==> config.mk <==
export PLATFORM = sky130hd
export DESIGN_NAME = vga_plot_engine
export DESIGN_NICKNAME = d
export VERILOG_FILES = /design/src/rtl/vga_plot_engine_pkg.sv /design/src/rtl/vga_plot_engine_fifo.sv /design/src/rtl/vga_plot_engine.sv
export SDC_FILE = /design/constraint.sdc
export NUM_CORES = 1
export LEC_CHECK = 0
export ABC_AREA = 1
export CAP_MARGIN = 25
export CORE_ASPECT_RATIO = 1.25
export CORE_MARGIN = 2
export CORE_UTILIZATION = 57
export DETAILED_ROUTE_END_ITERATION = 8
export GPL_ROUTABILITY_DRIVEN = 0
export HOLD_SLACK_MARGIN = 0.03
export PLACE_DENSITY = 0.79
export SYNTH_ARGS = -nofsm -noshare
export SYNTH_HDL_FRONTEND = slang
export SYNTH_HIERARCHICAL = 1
export SYNTH_SLANG_ARGS = --single-unit
export TNS_END_PERCENT = 1
==> constraint.sdc <==
create_clock -name clock -period 4 [get_ports clock]
set_input_delay 0.8 -clock clock [delete_from_list [all_inputs] [get_ports clock]]
set_output_delay 0.8 -clock clock [all_outputs]
set_load 0.03 [all_outputs]
==> src/rtl/vga_plot_engine_pkg.sv <==
// Shared widths, screen defaults, FSM encoding and FIFO entry layout for the VGA plot engine.
package vga_plot_engine_pkg;

    localparam int unsigned COLOR_W      = 15;
    localparam int unsigned X_W          = 8;
    localparam int unsigned Y_W          = 7;
    localparam int unsigned SCREEN_W_DEF = 160;
    localparam int unsigned SCREEN_H_DEF = 120;
    localparam int unsigned ENTRY_W      = 1 + COLOR_W + Y_W + X_W;

    typedef enum logic [1:0] {
        StIdle  = 2'd0,
        StDraw  = 2'd1,
        StClear = 2'd2
    } state_e;

    typedef struct packed {
        logic               clear;
        logic [COLOR_W-1:0] color;
        logic [Y_W-1:0]     y;
        logic [X_W-1:0]     x;
    } entry_t;

    function automatic logic in_range(input logic [X_W-1:0] x, input logic [Y_W-1:0] y,
                                      input int unsigned w, input int unsigned h);
        return (32'(x) < w) && (32'(y) < h);
    endfunction

endpackage

==> src/rtl/vga_plot_engine_fifo.sv <==
// Synchronous request FIFO; DEPTH must be a power of two so pointers wrap naturally.
module vga_plot_engine_fifo #(
    parameter int unsigned DEPTH = 4,
    parameter int unsigned WIDTH = 31
) (
    input  logic                       clock,
    input  logic                       reset,
    input  logic                       push,
    input  logic                       pop,
    input  logic [WIDTH-1:0]           wdata,
    output logic [WIDTH-1:0]           rdata,
    output logic                       full,
    output logic                       empty,
    output logic [$clog2(DEPTH+1)-1:0] count
);

    localparam int unsigned PW = $clog2(DEPTH);
    localparam int unsigned CW = $clog2(DEPTH + 1);

    logic [WIDTH-1:0] mem [DEPTH];
    logic [PW-1:0]    wr_ptr_q;
    logic [PW-1:0]    rd_ptr_q;
    logic [CW-1:0]    count_q;
    logic             do_push;
    logic             do_pop;

    assign full    = (count_q == CW'(DEPTH));
    assign empty   = (count_q == '0);
    assign count   = count_q;
    assign rdata   = mem[rd_ptr_q];
    assign do_push = push & ~full;
    assign do_pop  = pop & ~empty;

    always_ff @(posedge clock) begin
        if (reset) begin
            wr_ptr_q <= '0;
            rd_ptr_q <= '0;
            count_q  <= '0;
        end else begin
            if (do_push) wr_ptr_q <= wr_ptr_q + 1'b1;
            if (do_pop)  rd_ptr_q <= rd_ptr_q + 1'b1;
            count_q <= count_q + CW'(do_push) - CW'(do_pop);
        end
    end

    always_ff @(posedge clock) begin
        if (do_push) mem[wr_ptr_q] <= wdata;
    end

endmodule

==> src/rtl/vga_plot_engine.sv <==
// Buffers plot/clear requests and emits one registered pixel write per accepted cycle.
module vga_plot_engine
    import vga_plot_engine_pkg::*;
#(
    parameter int unsigned DEPTH    = 4,
    parameter int unsigned SCREEN_W = SCREEN_W_DEF,
    parameter int unsigned SCREEN_H = SCREEN_H_DEF
) (
    input  logic               clock,
    input  logic               reset,
    input  logic               req_valid,
    output logic               req_ready,
    input  logic               req_clear,
    input  logic [X_W-1:0]     req_x,
    input  logic [Y_W-1:0]     req_y,
    input  logic [COLOR_W-1:0] req_color,
    input  logic               out_ready,
    output logic               plot,
    output logic [X_W-1:0]     out_x,
    output logic [Y_W-1:0]     out_y,
    output logic [COLOR_W-1:0] out_color,
    output logic               busy,
    output logic               clip_error
);

    localparam logic [X_W-1:0] X_LAST = X_W'(SCREEN_W - 1);
    localparam logic [Y_W-1:0] Y_LAST = Y_W'(SCREEN_H - 1);

    state_e             state_q, state_d;
    logic               plot_q, plot_d;
    logic [X_W-1:0]     out_x_q, out_x_d;
    logic [Y_W-1:0]     out_y_q, out_y_d;
    logic [COLOR_W-1:0] out_color_q, out_color_d;
    logic [X_W-1:0]     x_cnt_q, x_cnt_d;
    logic [Y_W-1:0]     y_cnt_q, y_cnt_d;
    logic               clip_q, clip_d;

    logic                       accept, clipped, fifo_push, fifo_pop, take_next;
    logic                       fifo_full, fifo_empty;
    logic [ENTRY_W-1:0]         fifo_rdata;
    logic [$clog2(DEPTH+1)-1:0] fifo_count;
    entry_t                     head;

    // Clipped plots still complete the handshake; they just never reach the FIFO.
    assign req_ready = ~reset & ~fifo_full;
    assign accept    = req_valid & req_ready;
    assign clipped   = ~req_clear & ~in_range(req_x, req_y, SCREEN_W, SCREEN_H);
    assign fifo_push = accept & ~clipped;
    assign clip_d    = clip_q | (accept & clipped);
    assign head      = entry_t'(fifo_rdata);

    vga_plot_engine_fifo #(
        .DEPTH (DEPTH),
        .WIDTH (ENTRY_W)
    ) u_fifo (
        .clock (clock),
        .reset (reset),
        .push  (fifo_push),
        .pop   (fifo_pop),
        .wdata ({req_clear, req_color, req_y, req_x}),
        .rdata (fifo_rdata),
        .full  (fifo_full),
        .empty (fifo_empty),
        .count (fifo_count)
    );

    always_comb begin
        state_d     = state_q;
        plot_d      = plot_q;
        out_x_d     = out_x_q;
        out_y_d     = out_y_q;
        out_color_d = out_color_q;
        x_cnt_d     = x_cnt_q;
        y_cnt_d     = y_cnt_q;
        fifo_pop    = 1'b0;
        take_next   = 1'b0;

        unique case (state_q)
            StIdle: take_next = 1'b1;
            StDraw: take_next = out_ready;
            StClear: begin
                if (out_ready) begin
                    if (x_cnt_q == X_LAST) begin
                        if (y_cnt_q == Y_LAST) begin
                            take_next = 1'b1;
                        end else begin
                            x_cnt_d = '0;
                            y_cnt_d = y_cnt_q + 1'b1;
                        end
                    end else begin
                        x_cnt_d = x_cnt_q + 1'b1;
                    end
                    out_x_d = x_cnt_d;
                    out_y_d = y_cnt_d;
                end
            end
            default: state_d = StIdle;
        endcase

        // Shared by IDLE and by DRAW/CLEAR completion so back-to-back pixels have no bubble.
        if (take_next) begin
            if (!fifo_empty) begin
                fifo_pop    = 1'b1;
                plot_d      = 1'b1;
                out_color_d = head.color;
                if (head.clear) begin
                    state_d = StClear;
                    x_cnt_d = '0;
                    y_cnt_d = '0;
                    out_x_d = '0;
                    out_y_d = '0;
                end else begin
                    state_d = StDraw;
                    out_x_d = head.x;
                    out_y_d = head.y;
                end
            end else begin
                state_d = StIdle;
                plot_d  = 1'b0;
            end
        end
    end

    always_ff @(posedge clock) begin
        if (reset) begin
            state_q     <= StIdle;
            plot_q      <= 1'b0;
            out_x_q     <= '0;
            out_y_q     <= '0;
            out_color_q <= '0;
            x_cnt_q     <= '0;
            y_cnt_q     <= '0;
            clip_q      <= 1'b0;
        end else begin
            state_q     <= state_d;
            plot_q      <= plot_d;
            out_x_q     <= out_x_d;
            out_y_q     <= out_y_d;
            out_color_q <= out_color_d;
            x_cnt_q     <= x_cnt_d;
            y_cnt_q     <= y_cnt_d;
            clip_q      <= clip_d;
        end
    end

    assign plot       = plot_q;
    assign out_x      = out_x_q;
    assign out_y      = out_y_q;
    assign out_color  = out_color_q;
    assign clip_error = clip_q;
    assign busy       = (fifo_count != '0) | (state_q != StIdle);

endmodule

After elaboration in Yosys (flattened, before gate mapping)
Memories as Yosys holds them, arrays and structs flattened. A register that Yosys moved wholly into a read port is not among the register bits.
Index checks and enable logic that the tools add are counted.
{"block": "op_classes", "n_mux": 38, "n_eq_ne": 6, "addsub": 6, "reduce_logical": 7, "bitwise_logic": 15, "n_lt_le_gt_ge": 2}
{"cell": "$mux 8", "n": 12}
{"cell": "$mux 7", "n": 12}
{"cell": "$mux 2", "n": 6}
{"cell": "$add 8x1->8 const B", "n": 1}
{"cell": "$eq 8x8->1 const B", "n": 1}
{"cell": "$lt 8x8->1 const B", "n": 1}
{"cell": "$add 7x1->7 const B", "n": 1}
{"cell": "$and 1x1->1", "n": 7}
{"cell": "$eq 7x7->1 const B", "n": 1}
{"cell": "$lt 7x7->1 const B", "n": 1}
{"cell": "$mux 1", "n": 7}
{"cell": "$not 1->1", "n": 6}
{"cell": "$add 2x1->2 const B", "n": 2}
{"cell": "$add 3x1->3", "n": 1}
{"cell": "$eq 3x3->1 const B", "n": 1}
{"cell": "$logic_not 3->1", "n": 1}
{"cell": "$pmux 1 s3", "n": 1}
{"cell": "$reduce_bool 3->1", "n": 1}
{"cell": "$reduce_or 3->1", "n": 1}
{"cell": "$sub 3x1->3", "n": 1}
{"cell": "$eq 2x1->1 const B", "n": 1}
{"cell": "$eq 2x2->1 const B", "n": 1}
{"cell": "$logic_not 2->1", "n": 1}
{"cell": "$ne 2x1->1 const B", "n": 1}
{"cell": "4 further kinds", "n": 5}
{"block": "totals", "reg_bits": 56, "input_bits": 35, "elab_cells": 86, "ramBits": 124, "n_memories": 1, "out_inout_bits": 34}
{"memory": "u_fifo.mem", "depth": 4, "width": 31, "rd": 1, "rd_ports_with_merged_regs": 1, "wr": 1, "line_no": "vga_plot_engine_fifo.sv:20", "text": "logic [WIDTH-1:0] mem [DEPTH];"}

Longest topological paths before layout
Gate-level depths: netlist of run 1.
{"block": "logic_depth", "word_depth": 9, "ltp_mapped": 19}

Modules after synthesis
The synthesis of run 1 kept the hierarchy.
{"mod": "vga_plot_engine_fifo", "cells_each": 369, "area_per_inst_um2": 5126.2, "instances": 1}
{"mod": "vga_plot_engine", "cells_each": 348, "area_per_inst_um2": 2384.8, "instances": 1}

Worst setup path before layout of run 1
OpenSTA, ideal clock, no wires.
{"block": "synth_path", "path_type": "input-to-reg", "from": "input port reset", "to": "memory u_fifo.mem[0][0] (enable)", "setup_slack_ns": 0.489, "required_time_ns": 3.581, "path_buffers": 0, "t_arrival_ns": 3.092, "stages": 5, "cell_sequence": "nor2_1 nand2_1 nor2_1 nand2_1 nor2_1"}
{"block": "synth_via", "elab_chain_len": 7}
{"element": "start: declaration", "line_no": "vga_plot_engine.sv:10", "text": "input logic reset,"}
{"element": "$not 1->1", "line_no": "vga_plot_engine.sv:45", "text": "assign req_ready = ~reset & ~fifo_full;"}
{"element": "$and 1x1->1", "line_no": "vga_plot_engine.sv:45"}
{"element": "$and 1x1->1", "line_no": "vga_plot_engine.sv:46", "text": "assign accept = req_valid & req_ready;"}
{"element": "$and 1x1->1", "line_no": "vga_plot_engine.sv:48", "text": "assign fifo_push = accept & ~clipped;"}
{"element": "named net fifo_push", "line_no": "vga_plot_engine.sv:38", "text": "logic accept, clipped, fifo_push, fifo_pop, take_next;"}
{"element": "$and 1x1->1", "line_no": "vga_plot_engine_fifo.sv:31", "text": "assign do_push = push & ~full;"}
{"element": "$mux 1", "line_no": "vga_plot_engine_fifo.sv:47", "text": "if (do_push) mem[wr_ptr_q] <= wdata;"}
{"element": "$mux 1 (not written as such)", "line_no": "vga_plot_engine_fifo.sv:47"}
{"element": "end: declaration", "line_no": "vga_plot_engine_fifo.sv:20"}
The timed path passes the listed nets, and every way through them passes these cells.

Final worst setup path of run 1
{"block": "layout_path", "from": "input port out_ready", "to": "register u_fifo.count_q[2] (netlist: u_fifo/count[2])"}
{"block": "layout_via", "elab_chain_len": 5}
{"element": "start: declaration", "line_no": "vga_plot_engine.sv:17", "text": "input logic out_ready,"}
{"element": "$mux 1", "line_no": "vga_plot_engine.sv:82", "text": "if (out_ready) begin"}
{"element": "$pmux 1 s3 (*)", "line_no": "vga_plot_engine.sv:78", "text": "unique case (state_q)"}
{"element": "$mux 1 (*)", "line_no": "vga_plot_engine.sv:101", "text": "if (take_next) begin"}
{"element": "$and 1x1->1 (*)", "line_no": "vga_plot_engine_fifo.sv:32", "text": "assign do_pop = pop & ~empty;"}
{"element": "named net u_fifo.do_pop", "line_no": "vga_plot_engine_fifo.sv:25", "text": "logic do_pop;"}
{"element": "$sub 3x1->3 (*)", "line_no": "vga_plot_engine_fifo.sv:42", "text": "count_q <= count_q + CW'(do_push) - CW'(do_pop);"}
{"element": "end signal: assignment", "line_no": "vga_plot_engine_fifo.sv:42"}
{"element": "end: declaration", "line_no": "vga_plot_engine_fifo.sv:23", "text": "logic [CW-1:0] count_q;"}
The timed path passes the listed nets; every way through them passes the cells marked *.
A chain may end at the register's enable or synchronous reset.

==> metrics list, run 1 <==
- The run finished with clean final reports.
- Main combinational cell family by area after synthesis: simple AND/OR/NAND/NOR gates
- Maximum buffer depth of the clock tree: 2
- The count of buffers added on input and output ports is 68.
* IR drop worst, VDD: 0.4083 mV
- In the finished design, the share of the clock period the worst path needs comes to 0.7749.
- Post-route clock skew: 10.80 ps
- Relative max-transition margin: 0.4958
- Minimum setup slack among reg-to-reg paths: 1020 ps
* Die extent in y: 132.3 microns
- Count of flip-flops with a built-in enable after synthesis: 124
- Number of top-level design ports: 69
- Hold violation total from the final report: 0
- The first global-routing pass estimated 25.87 mm of wire.
- CTS HTree Levels: 4
* Number of setup violations in the final report: 0
* HPWL reported at the end of detailed placement: 10.11 mm
* Most instantiated cells after synthesis: nor2_1, edfxtp_1, nand2_1
* Worst setup endpoint: u_fifo/count[2]
- Counting instances, the worst hold path has a depth of 2.
- Fill cell instance count of the final layout: 921
- Compound-Gate Fraction of Synth Area: 0.1141
- Of the total power, the clock network draws 0.293.
* Beginning of the worst register-to-register path: x_cnt_q[0]
- The netlist uses 32 different library cells.
* Register Area: 4886 sq um
* Vias after detailed routing: 5389
- Worst setup slack after placement: 497.8 ps
* Antenna Violating Nets Remaining: 0
- At the later pin of the worst-skew pair, clock insertion delay measures 420 ps.
- At the pin with the least slew margin, the transition time is 753.6 ps.
- After clock tree synthesis, the setup repair step added 0 buffers.
- Dividing total power by cell area gives a power density of 646.5 nW/um^2.
- The share of synthesized area in the top cell type comes to 0.4958.
- Cell internal power was estimated by the tool at 3808 uW.
* Clock slew seen by the registers of the worst setup and hold paths: 60 ps
* Max Clk Rate: 0.3226 GHz
- Max-cap violations in this run came to 0.
- Number of buffers inserted during clock tree synthesis: 17
- Part of the Yosys area used for sequential elements: 0.6503
* Worst path setup slack after routing: 900.5 ps
* Maximum number of pins on one net before global-route repair: 63
- STA classifies the critical path endpoint as a flop.
* Count of hold buffers inserted by post-cts repair: 0
- The worst setup path is of the in2reg kind.
- After synthesis, the cell types taking the most area are edfxtp_1, dfxtp_1, nor2_1, nand2_1, o21ai_1.
* Number of storage elements in the synthesis netlist: 182
* Initial DRC Count: 504
- WP data arrival: 3410 ps
- Xor and xnor fraction of the mapped netlist area: 0.001166
- Synthesized netlist net count: 761
- Count of mapped cells out of synthesis: 717
- The synthesized design spends more area on one cell type than any other, namely edfxtp_1.
- Of the total power, the share spent switching nets is 0.3374.
- The die covers 14120 sq um.
- Antenna violations before repair: 0
* Ratio of cells with drive above 1 in the final layout: 0.07412
- Adder-cell share of the synthesized area: 0.01599
- The first detailed-routing pass took 5 iterations.
* Cell area after synthesis: 7511 sq um
* Switching power: 1939 uW
* RSZ-0062 raised after global routing: no
- Via count of the first global-routing pass: 5292
- Among all flip-flop cells after synthesis, the most frequent one is edfxtp_1.
- Effective utilization at floorplan: 0.5878
* Leakage: 0.003207 uW
- For this block, the routed nets add up to 16.24 mm of wire.
- Among all cell types in the netlist, the one instantiated most often is nor2_1.
- The share of total power dissipated in combinational logic is 0.299.
* Fin nets: 827
* Total number of clock tree sinks: 182
- The die is 106.7 microns wide.
- Row cnt: 46
- The worst setup path is launched from a primary input.
- Synthesized area divided by synthesized cell count: 10.48 sq um
* Endpoint of the worst-slack reg-to-reg timing path: u_fifo/count[1]
- The core region is 12780 sq um.
* Setup Total Neg Slack: 0 ps
- Post-cts sizing count: 0
- The worst hold path belongs to the class reg2reg.
* Timing startpoint of the critical path: out_ready
- DRC violation count after routing: 0
- Area occupied by multi-input gates: 2205 sq um
* Cell at the root of the clock tree: clkbuf_16
* Fin crit period: 3099 ps
- For this run, the number of Yosys warnings is 6.
- Of the post-synthesis cell area, the part taken by muxes is 0.
* Detail-routed via count per cell: 5.590
- Along the worst path, the maximum fanout reaches 18.
* Basic-gate share of the synthesized area counting and, or, nand and nor cells: 0.1609
* Req. time, crit path: 4310 ps
* TritonCTS clock tree: done
* Sum of overflow across all layers after global routing: 0
- Dividing the detail-routed wire length by the instance count gives 16.84 microns.
- Placed cell count: 932
* Antenna cell count: 0
- Aggregate global-route resource usage: 0.2392
* Count of cells along the worst register-to-register path: 17
* Layout Area Growth over Synthesis: 18.36%
- Counting flops with an async set or reset pin after synthesis yields a share of 0.
* Proportion of power drawn by flip-flops and latches: 0.409
* Fin. max-slew vios: 0
- Non-filler cells in the finished layout: 964
## sequential cells by signal (all words and copies together) (netlist names), named ones only
name	flops
y_cnt_q	7
out_color	15
u_fifo/count	3
plot	1
x_cnt_q	8
u_fifo/wr_ptr_q	2
clip_error	1
u_fifo/mem	124
out_x	8
state_q	2
out_y	7
u_fifo/rd_ptr_q	2
## logic make-up (layout without fill, tap and decap cells)
logic type | count (synthesis) | in the layout
AND/OR/NAND/NOR | 286 | 286
AO/OA/AOI/OAI | 163 | 163
XOR/XNOR | 1 | 1
buffers and inverters | 76 | 155
flip-flops | 182 | 182
adder cells (fa/ha/maj) | 9 | 9
## worst max-delay path, cell delays in order
cell	delay, ps
clkdlybuf4s50_1	470
o21ai_0	480
nand2_4	240
nand2_4	140
inv_6	80
inv_1	70
nor2_1	50
ha_1	260
inv_1	40
ha_1	180
fa_1	390
a21oi_1	140
nor2_1	60
## how the worst min path moves through the flow
stage | from | to | slack (ps)
after CTS | clip_error | clip_error | 460
after floorplan | y_cnt_q[6] | y_cnt_q[6] | 440
after detailed placement | clip_error | clip_error | 450
final | clip_error | clip_error | 460
after global routing | clip_error | clip_error | 490
after global placement | clip_error | clip_error | 440
## cell type report
type,count,area share
clock buffers,21,0.05194
clock inverters,11,0.01633
inverters,43,0.01956
multi-input cells,459,0.2480
flip-flops and latches,182,0.5496
well taps,168,0.02365
repair buffers,80,0.09092
## metal layers
| metal | up-vias | routed length, microns | part of all wire | global-route usage |
|---|---|---|---|---|
| li1 | 2610 | - | - | - |
| met1 | 2559 | 6312 | 0.39 | 0.2775 |
| met2 | 197 | 8676 | 0.53 | 0.4186 |
| met3 | 23 | 986 | 0.061 | 0.06130 |
| met4 | 0 | 261 | 0.016 | 0.09885 |
| met5 | - | 0 | 0 | 0 |
## layout by cell type, fill, tap and decap left out, drive strengths merged
cell           synthesis  routed
nor2                 132     132
edfxtp               124     124
nand2                114     114
o21ai                 89      89
clkdlybuf4s50          0      68
dfxtp                 58      58
inv                   42      44
a21oi                 42      42
nand3                 34      34
o22ai                 31      31
clkbuf                 7      21
buf                   26      12
ha                     8       8
clkinv                 1       5
nand4                  3       3
bufinv                 0       3
nand3b                 2       2
clkinvlp               0       2
nor3                   1       1
xor2                   1       1
o21bai                 1       1
fa                     1       1
## power by group through the flow
stage	logic (uW)	clock network, uW	registers [uW]
2_1_floorplan	1110	0	2530
3_3_place_gp	1640	0	2380
3_5_place_dp	1690	0	2390
4_1_cts	1720	1710	2350
5_1_grt	1880	1780	2370
6_report	1720	1680	2350
## through the flow
| step | hold slack, ps | utilization | instance area [sq um] | power [uW] |
|---|---|---|---|---|
| after floorplan | 442.8 | - | 7511 | 3644 |
| after global placement | 440.3 | 0.6483 | 8283 | 4016 |
| after detailed placement | 447.8 | 0.6483 | 8283 | 4081 |
| after CTS | 461.6 | 0.6958 | 8890 | 5775 |
| after global routing | 487.8 | 0.6958 | 8890 | 6035 |
| final | 457.8 | 0.6958 | 8890 | 5747 |
Note: power is estimated with default switching activity, not from simulation.
==> run 2, diff against run 1 <==
--- a/config.mk
+++ b/config.mk
@@ -9,11 +9,11 @@
 export CAP_MARGIN = 25
 export CORE_ASPECT_RATIO = 1.25
 export CORE_MARGIN = 2
-export CORE_UTILIZATION = 57
+export CORE_UTILIZATION = 52
 export DETAILED_ROUTE_END_ITERATION = 8
 export GPL_ROUTABILITY_DRIVEN = 0
 export HOLD_SLACK_MARGIN = 0.03
-export PLACE_DENSITY = 0.79
+export PLACE_DENSITY = 0.76
 export SYNTH_ARGS = -nofsm -noshare
 export SYNTH_HDL_FRONTEND = slang
 export SYNTH_HIERARCHICAL = 1
==> constraint.sdc (replaced) <==
create_clock -name clock -period 2.53 [get_ports clock]
set_input_delay 0.506 -clock clock [delete_from_list [all_inputs] [get_ports clock]]
set_output_delay 0.506 -clock clock [all_outputs]
set_load 0.03 [all_outputs]
==> run 2 against run 1 <==
Utilization down 5.6 points. Clock skew down 3.3 ps. Die area up 9.3%. Global-route usage down 2.2 points. Critical path depth up 4. Non-clock buffer count up 27. Combinational power up 62%. Worst hold slack worse by 4.5 ps. Cell area up 2.8%. Sequential cell count unchanged.
==> metrics list, run 2 (same netlist as run 1, synthesis figures left out) <==
- In this run the tightest slew margin relative to its limit is 0.3455.
- Hold violation total from the final report: 0
- On the final layout, the worst hold slack is 453.2 ps.
- The detailed router put a total of 6.676 mm of wire on met1.
- Number of setup violations in the final report: 0
- Endpoint class of the critical path: flop
* CP max FO: 4
* Worst Setup Start Kind: flop
- Area occupied by multi-input gates: 2245 sq um
- 69 I/O pins were placed.
- Counting I/O delays and the setup requirement, the final critical path takes 2396 ps.
- After legalization and detailed placement, the total HPWL measured 10.32 mm.
- Clock insertion delay at the later pin of the skew report: 430 ps
* Sum of overflow across all layers after global routing: 0
- Initial DRC Count: 482
- Detail-routed via count per cell: 5.513
- Fin. max-slew vios: 0
- Buffers placed on the I/O ports in this run total 68.
- Total met2 wirelength after detailed routing: 8.512 mm
- At the pin with the least slew margin, the transition time is 978.1 ps.
- For this run, design rule violations remaining after detail routing come to 0.
- Maximum buffer depth of the clock tree: 2
* Largest register by flop count: u_fifo/mem
* CTS HTree Levels: 4
- For this run, the total global-route usage over all layers was measured as 0.2175.
- Global-route wire length before repair: 26.70 mm
* Maximum number of pins on one net before global-route repair: 41
* Wirelength per Cell: 16.32 microns
- Number of flip-flops under the largest register name: 124
* Max Clk Rate: 0.4174 GHz
- In the final layout, the share of cells above drive strength 1 is 0.1215.
- Clock slew seen by the registers of the worst setup and hold paths: 70 ps
- Layout Area Growth over Synthesis: 21.66%
* Effective utilization at floorplan: 0.5258
- The floorplan has 49 rows.
- Sum of routed wire length over all layers: 16.33 mm
- CP Class: reg2reg
* Share of the cycle needed by the critical path after routing: 0.9469
- Fin nets: 854
- Counting the buffers created by CTS gives 17.
- In this run the remaining antenna-violating nets after routing total 0.
- Worst hold-check path type: reg2reg
- WP data arrival: 2700 ps
* Die extent in y: 138.4 microns
- TritonCTS built the clock tree.
* Fill cell instance count of the final layout: 1090
- Most common cell after layout, fill and taps aside: nor2_1
- The first detailed-routing pass ran for 6 iterations.
- Cell at the root of the clock tree: clkbuf_16
* Antenna cell count: 0
- CTS saw 182 sinks.
- For this design the static power due to leakage is 0.003332 uW.
* Register Area: 4892 sq um
* Via count of the first global-routing pass: 5489
* Power density cells: 986.9 nW/um^2
- After detailed routing, the met3 layer carries 858 microns of wire.
- Max-cap violations in this run came to 0.
* Vias after detailed routing: 5519
- The initial antenna violation count came to 0.
* IR drop worst, VDD: 0.6549 mV
- Between clock sinks in the finished design, the worst skew comes to 7.542 ps.
* Area enclosed by the die boundary: 15430 sq um
- After detailed routing, no signal wire sits above met4.
- The core region is 14290 sq um.
* Result of the run: finished clean
- Req. time, crit path: 2840 ps
- Setup repair after global routing could not meet its margin everywhere.
- Count of hold buffers inserted by post-cts repair: 0
- Die extent in x: 111.5 microns
* Commonest non-fill, non-tap cells in the layout: nor2_1, edfxtp_1, nand2_1
- The finished layout holds 1001 standard cells, fillers aside.
* Placed cell count: 963
## run 2: cell count changes in the layout (fill, tap and decap cells not counted), moves of 2 or more
| cell | delta |
|---|---|
| buf_4 | +26 |
| ha_1 | -3 |
| bufinv_16 | -2 |
| dfxtp_1 | -5 |
| ha_4 | +2 |
| buf_12 | +2 |
| inv_8 | +3 |
| clkinvlp_4 | +3 |
| inv_6 | +2 |
| dfxtp_2 | +5 |
| clkbuf_1 | -2 |
## run 2: timing repair
item | CTS | global route
gates resized for setup | 0 | 15
gates cloned | 0 | 0
buffers inserted | 1 | 5
setup endpoints to repair | 1 | 2
pin swaps | 1 | 5
## run 2: power breakdown
| part | switching (uW) | leakage [uW] | internal, uW |
|---|---|---|---|
| logic | 1800 | 0.00147 | 983 |
| registers | 211 | 0.00160 | 3500 |
| clock network | 1140 | 0.000266 | 1380 |
## run 2: worst max-delay path, cell delays in order (launching register included)
cell     delay (ps)
dfxtp_2         360
ha_4            140
nand2_2          60
inv_2            90
nand3_4         120
nor2_8          160
nand3_4         100
nand2_4          80
nand2_4          60
inv_6            50
inv_1            30
nor2_1           90
ha_1            230
inv_1            60
ha_2            160
fa_1            410
inv_1            60
nor2_1           30
## run 2: final cells by class
cell class,count,area share
clock buffers,18,0.04697
clock inverters,14,0.01547
inverters,43,0.01903
multi-input cells,459,0.2457
flip-flops and latches,182,0.5354
well taps,178,0.02437
repair buffers,107,0.1131
## run 2: layer usage
| layer | up-vias | global-route usage |
|---|---|---|
| li1 | 2672 | - |
| met4 | 0 | 0.07797 |
| met1 | 2625 | 0.2615 |
| met3 | 28 | 0.04603 |
| met5 | - | 0 |
| met2 | 194 | 0.3864 |
## run 2: path summary, 6_finish.rpt
check	from	end	slack [ps]	cells after the start
setup / recovery	y_cnt_q[1]	u_fifo/count[1]	130	17
hold / removal	clip_error	clip_error	450	2
setup reg to reg	y_cnt_q[1]	u_fifo/count[1]	130	17
hold reg to reg	clip_error	clip_error	450	2
## run 2: metrics by stage
| step | worst slack [ps] | setup TNS (ps) | util | power [uW] | instance area (sq um) |
|---|---|---|---|---|---|
| 2_1_floorplan | -315.3 | -39520 | - | 5764 | 7521 |
| 5_1_grt | -3.839 | -3.839 | 0.6397 | 9471 | 9138 |
| 3_5_place_dp | -301.5 | -569.7 | 0.5933 | 6528 | 8476 |
| 3_3_place_gp | -246.5 | -457.4 | 0.5933 | 6436 | 8476 |
| 4_1_cts | 8.235 | 0 | 0.6338 | 9058 | 9054 |
| 6_report | 134.3 | 0 | 0.6397 | 9017 | 9138 |
==> run 3, diff against run 2 <==
--- a/config.mk
+++ b/config.mk
@@ -9,11 +9,11 @@
 export CAP_MARGIN = 25
 export CORE_ASPECT_RATIO = 1.25
 export CORE_MARGIN = 2
-export CORE_UTILIZATION = 52
+export CORE_UTILIZATION = 57
 export DETAILED_ROUTE_END_ITERATION = 8
 export GPL_ROUTABILITY_DRIVEN = 0
 export HOLD_SLACK_MARGIN = 0.03
-export PLACE_DENSITY = 0.76
+export PLACE_DENSITY = 0.79
 export SYNTH_ARGS = -nofsm -noshare
 export SYNTH_HDL_FRONTEND = slang
 export SYNTH_HIERARCHICAL = 1
==> constraint.sdc (replaced) <==
create_clock -name clock -period 2.4 [get_ports clock]
set_input_delay 0.48 -clock clock [delete_from_list [all_inputs] [get_ports clock]]
set_output_delay 0.48 -clock clock [all_outputs]
set_load 0.03 [all_outputs]
==> run 3 against run 2 <==
The flow now finishes with violations (setup timing). Cell area rose by 2.5%. Highest routed layer unchanged. Global-route usage is 3.7 points higher. Critical endpoint unchanged. Clock skew grew 6.8 ps. Sequential cell count stayed put. Register-to-register slack worse by 170 ps. Clock power grew 15%. Critical path type unchanged.
==> metrics list, run 3 (same netlist as run 1, synthesis figures left out) <==
- The share of total power dissipated in sequential elements is 0.395.
* Number of setup violations in the final report: 1
- Worst setup endpoint: u_fifo/count[1]
- Wirelength per Cell: 17.41 microns
- Die extent in y: 132.3 microns
- Worst Hold Path Cells: 2
- Largest register by flop count: u_fifo/mem
* CP max FO: 2
- DP Area: 8663 sq um
- First-pass DRT Iterations: 5
- Via count of the first global-routing pass: 5852
- Int Power: 6486 uW
- Cell at the root of the clock tree: clkbuf_16
- Using the TritonRoute via totals, the vias-per-cell ratio works out to 5.676.
* Number of port buffers: 68
- Most common cell after layout, fill and taps aside: edfxtp_1
* Non-filler cells in the finished layout: 1007
- The share of total power dissipated in combinational logic is 0.311.
* Maximum number of pins on one net before global-route repair: 61
- In this run, post-CTS hold repair placed 0 buffers.
* Timing startpoint of the critical path: x_cnt_q[0]
- Number of flip-flops under the largest register name: 124
* Total number of clock tree sinks: 182
- Number of buffers inserted during clock tree synthesis: 17
- Layout Area Growth over Synthesis: 24.75%
* IR drop worst, VDD: 0.6262 mV
- In the global route stage, overall resource usage came out at 0.2540.
* RSZ-0062 raised after global routing: yes
- Leakage: 0.003478 uW
- Sum of routed wire length over all layers: 17.53 mm
- Vias after detailed routing: 5716
- Endpoint of the worst-slack reg-to-reg timing path: u_fifo/count[1]
- Summed over all failing endpoints, the final setup total negative slack is -32.72 ps.
- DRC violation count after routing: 0
- STA puts the critical path data required time at 2720 ps.
- The worst register-to-register path begins at x_cnt_q[0].
- Commonest non-fill, non-tap cells in the layout: edfxtp_1, nor2_1, nand2_1
* Power density cells: 1058 nW/um^2
* Die extent in x: 106.7 microns
- For the pin with the worst max-slew slack, the measured transition is 945.8 ps.
- The final reports fail on setup timing.
- The min-delay analysis places its worst path in the category reg2reg.
- Across all hold checks on the routed design, the worst slack comes to 457.9 ps.
- The worst path in the final design needs a cycle of 2433 ps, including I/O delays and setup.
- Counting tap cells, the placed design contains a total of 967 instances.
* TritonCTS clock tree: done
- Cell Chain, Critical Path: ha_4, nand2_4, nor2_4, nand2_4, nor2_8, nand3_4, nand2_4, nand2_4, clkinv_4, inv_2, nor2_1, ha_1, inv_2, ha_4, fa_2, inv_2, nor2_1
- Derived from the worst setup path, the maximum achievable clock frequency is 0.4111 GHz.
- Data arrives at the worst endpoint at 2750 ps.
- The initialized floorplan defines 46 standard-cell rows.
* Count of maximum capacitance violations: 0
* Worst Setup Start Kind: flop
- Headroom to the max-slew limit came out at 0.3672.
- Summed over all nets, the half-perimeter wirelength after detailed placement is 10.71 mm.
- The first global-routing pass estimated 27.84 mm of wire.
* Maximum cell stage delay along the critical path: 440 ps
- The count of pins over their slew limit came to 0.
- Antenna cell count: 0
* Clock insertion delay at the later pin of the skew report: 430 ps
- Of the cells placed in the final design, the portion with a size suffix greater than 1 is 0.1478.
- Of the total power, the clock network draws 0.294.
- For this design, the slowest cell found on the critical path is fa_2.
- Effective utilization at floorplan: 0.5878
* Switching power: 3431 uW
* Count of cells along the worst register-to-register path: 17
- Minimum setup slack among reg-to-reg paths: -30 ps
* Hold violation total from the final report: 0
- The cell that appears most often on the critical path is nand2_4.
- Initial DRC Count: 525
* Sum of overflow across all layers after global routing: 0
* Worst path setup slack after routing: -32.72 ps
* Share of total power consumed by net switching: 0.3459
- The detail route stage leaves a number of antenna-violating nets equal to 0.
- STA classifies the critical path endpoint as a flop.
- Share of the cycle needed by the critical path after routing: 1.014
- CP Class: reg2reg
* Clock slew seen by the registers of the worst setup and hold paths: 70 ps
- Post-route clock skew: 14.39 ps
- The flow ran to the end, but the final reports show violations.
- Fin nets: 870
* Antenna violations before repair: 0
* CTS HTree Levels: 4
- The floorplan step defined a core boundary enclosing 12780 sq um.
- In this run the deepest clock path goes through 2 buffers.
* Number of top-level design ports: 69
- Area enclosed by the die boundary: 14120 sq um
- The finished cells cover 9370 sq um.
-- run 3: cell types whose count changed in the layout (fill, tap and decap cells not counted), moves of 2 or more --
cell / delta
clkinvlp_4: -4
clkinv_4: +3
dfxtp_2: -2
nor2_2: -3
inv_1: -3
buf_4: +14
nor2_1: -2
nor2_4: +5
bufinv_16: +2
buf_12: +2
inv_2: +3
-- run 3: final cells by class --
class,instances,area [sq um]
Timing Repair Buffer,123,1179
Clock buffer,18,439.2
Fill cell,866,3407
Clock inverter,14,186.4
Tap cell,168,210.2
Sequential cell,182,4893
Inverter,43,173.9
Multi-Input combinational cell,459,2288
-- run 3: worst min-delay path by stage --
| stage | start | endpoint | slack, ps |
|---|---|---|---|
| 2_1_floorplan | y_cnt_q[6] | y_cnt_q[6] | 440 |
| 3_3_place_gp | clip_error | clip_error | 440 |
| 3_5_place_dp | clip_error | clip_error | 450 |
| 4_1_cts | clip_error | clip_error | 460 |
| 5_1_grt | clip_error | clip_error | 480 |
| 6_report | clip_error | clip_error | 460 |
-- run 3: what timing repair did --
action | CTS | global route
setup buffers | 4 | 4
pin swaps | 3 | 10
resized for setup | 2 | 7
setup endpoints to repair | 2 | 3
-- run 3: routing by layer --
layer | vias to the layer above | wire length (microns) | GRT usage
li1 | 2692 | - | -
met1 | 2697 | 6526 | 0.2898
met2 | 272 | 9343 | 0.4505
met3 | 55 | 1136 | 0.04399
met4 | 0 | 525 | 0.1342
met5 | - | 0 | 0
-- run 3: worst max-delay path: cells and delay by family (launching register included) --
family | cells | cell delay [ps]
AND/OR/NAND/NOR | 9 | 770
flip-flops | 1 | 360
adder cells (fa/ha/maj) | 4 | 980
buffers and inverters | 4 | 210
-- run 3: power by group through the flow --
stage / Combinational [uW] / Clock [uW] / Sequential [uW]
3_3_place_gp: 2890 / 0 / 3950
2_1_floorplan: 1880 / 0 / 4220
6_report: 3090 / 2910 / 3920
5_1_grt: 3340 / 3060 / 3950
3_5_place_dp: 2980 / 0 / 3970
4_1_cts: 3040 / 2930 / 3910
-- run 3: metrics by stage --
stage	setup slack, ps	power (uW)	utilization
4_1_cts	-42.27	9881	0.7295
6_report	-32.72	9917	0.7334
3_5_place_dp	-357.5	6953	0.6780
3_3_place_gp	-261.4	6840	0.6780
2_1_floorplan	-120.7	6095	-
5_1_grt	-106.0	10360	0.7334
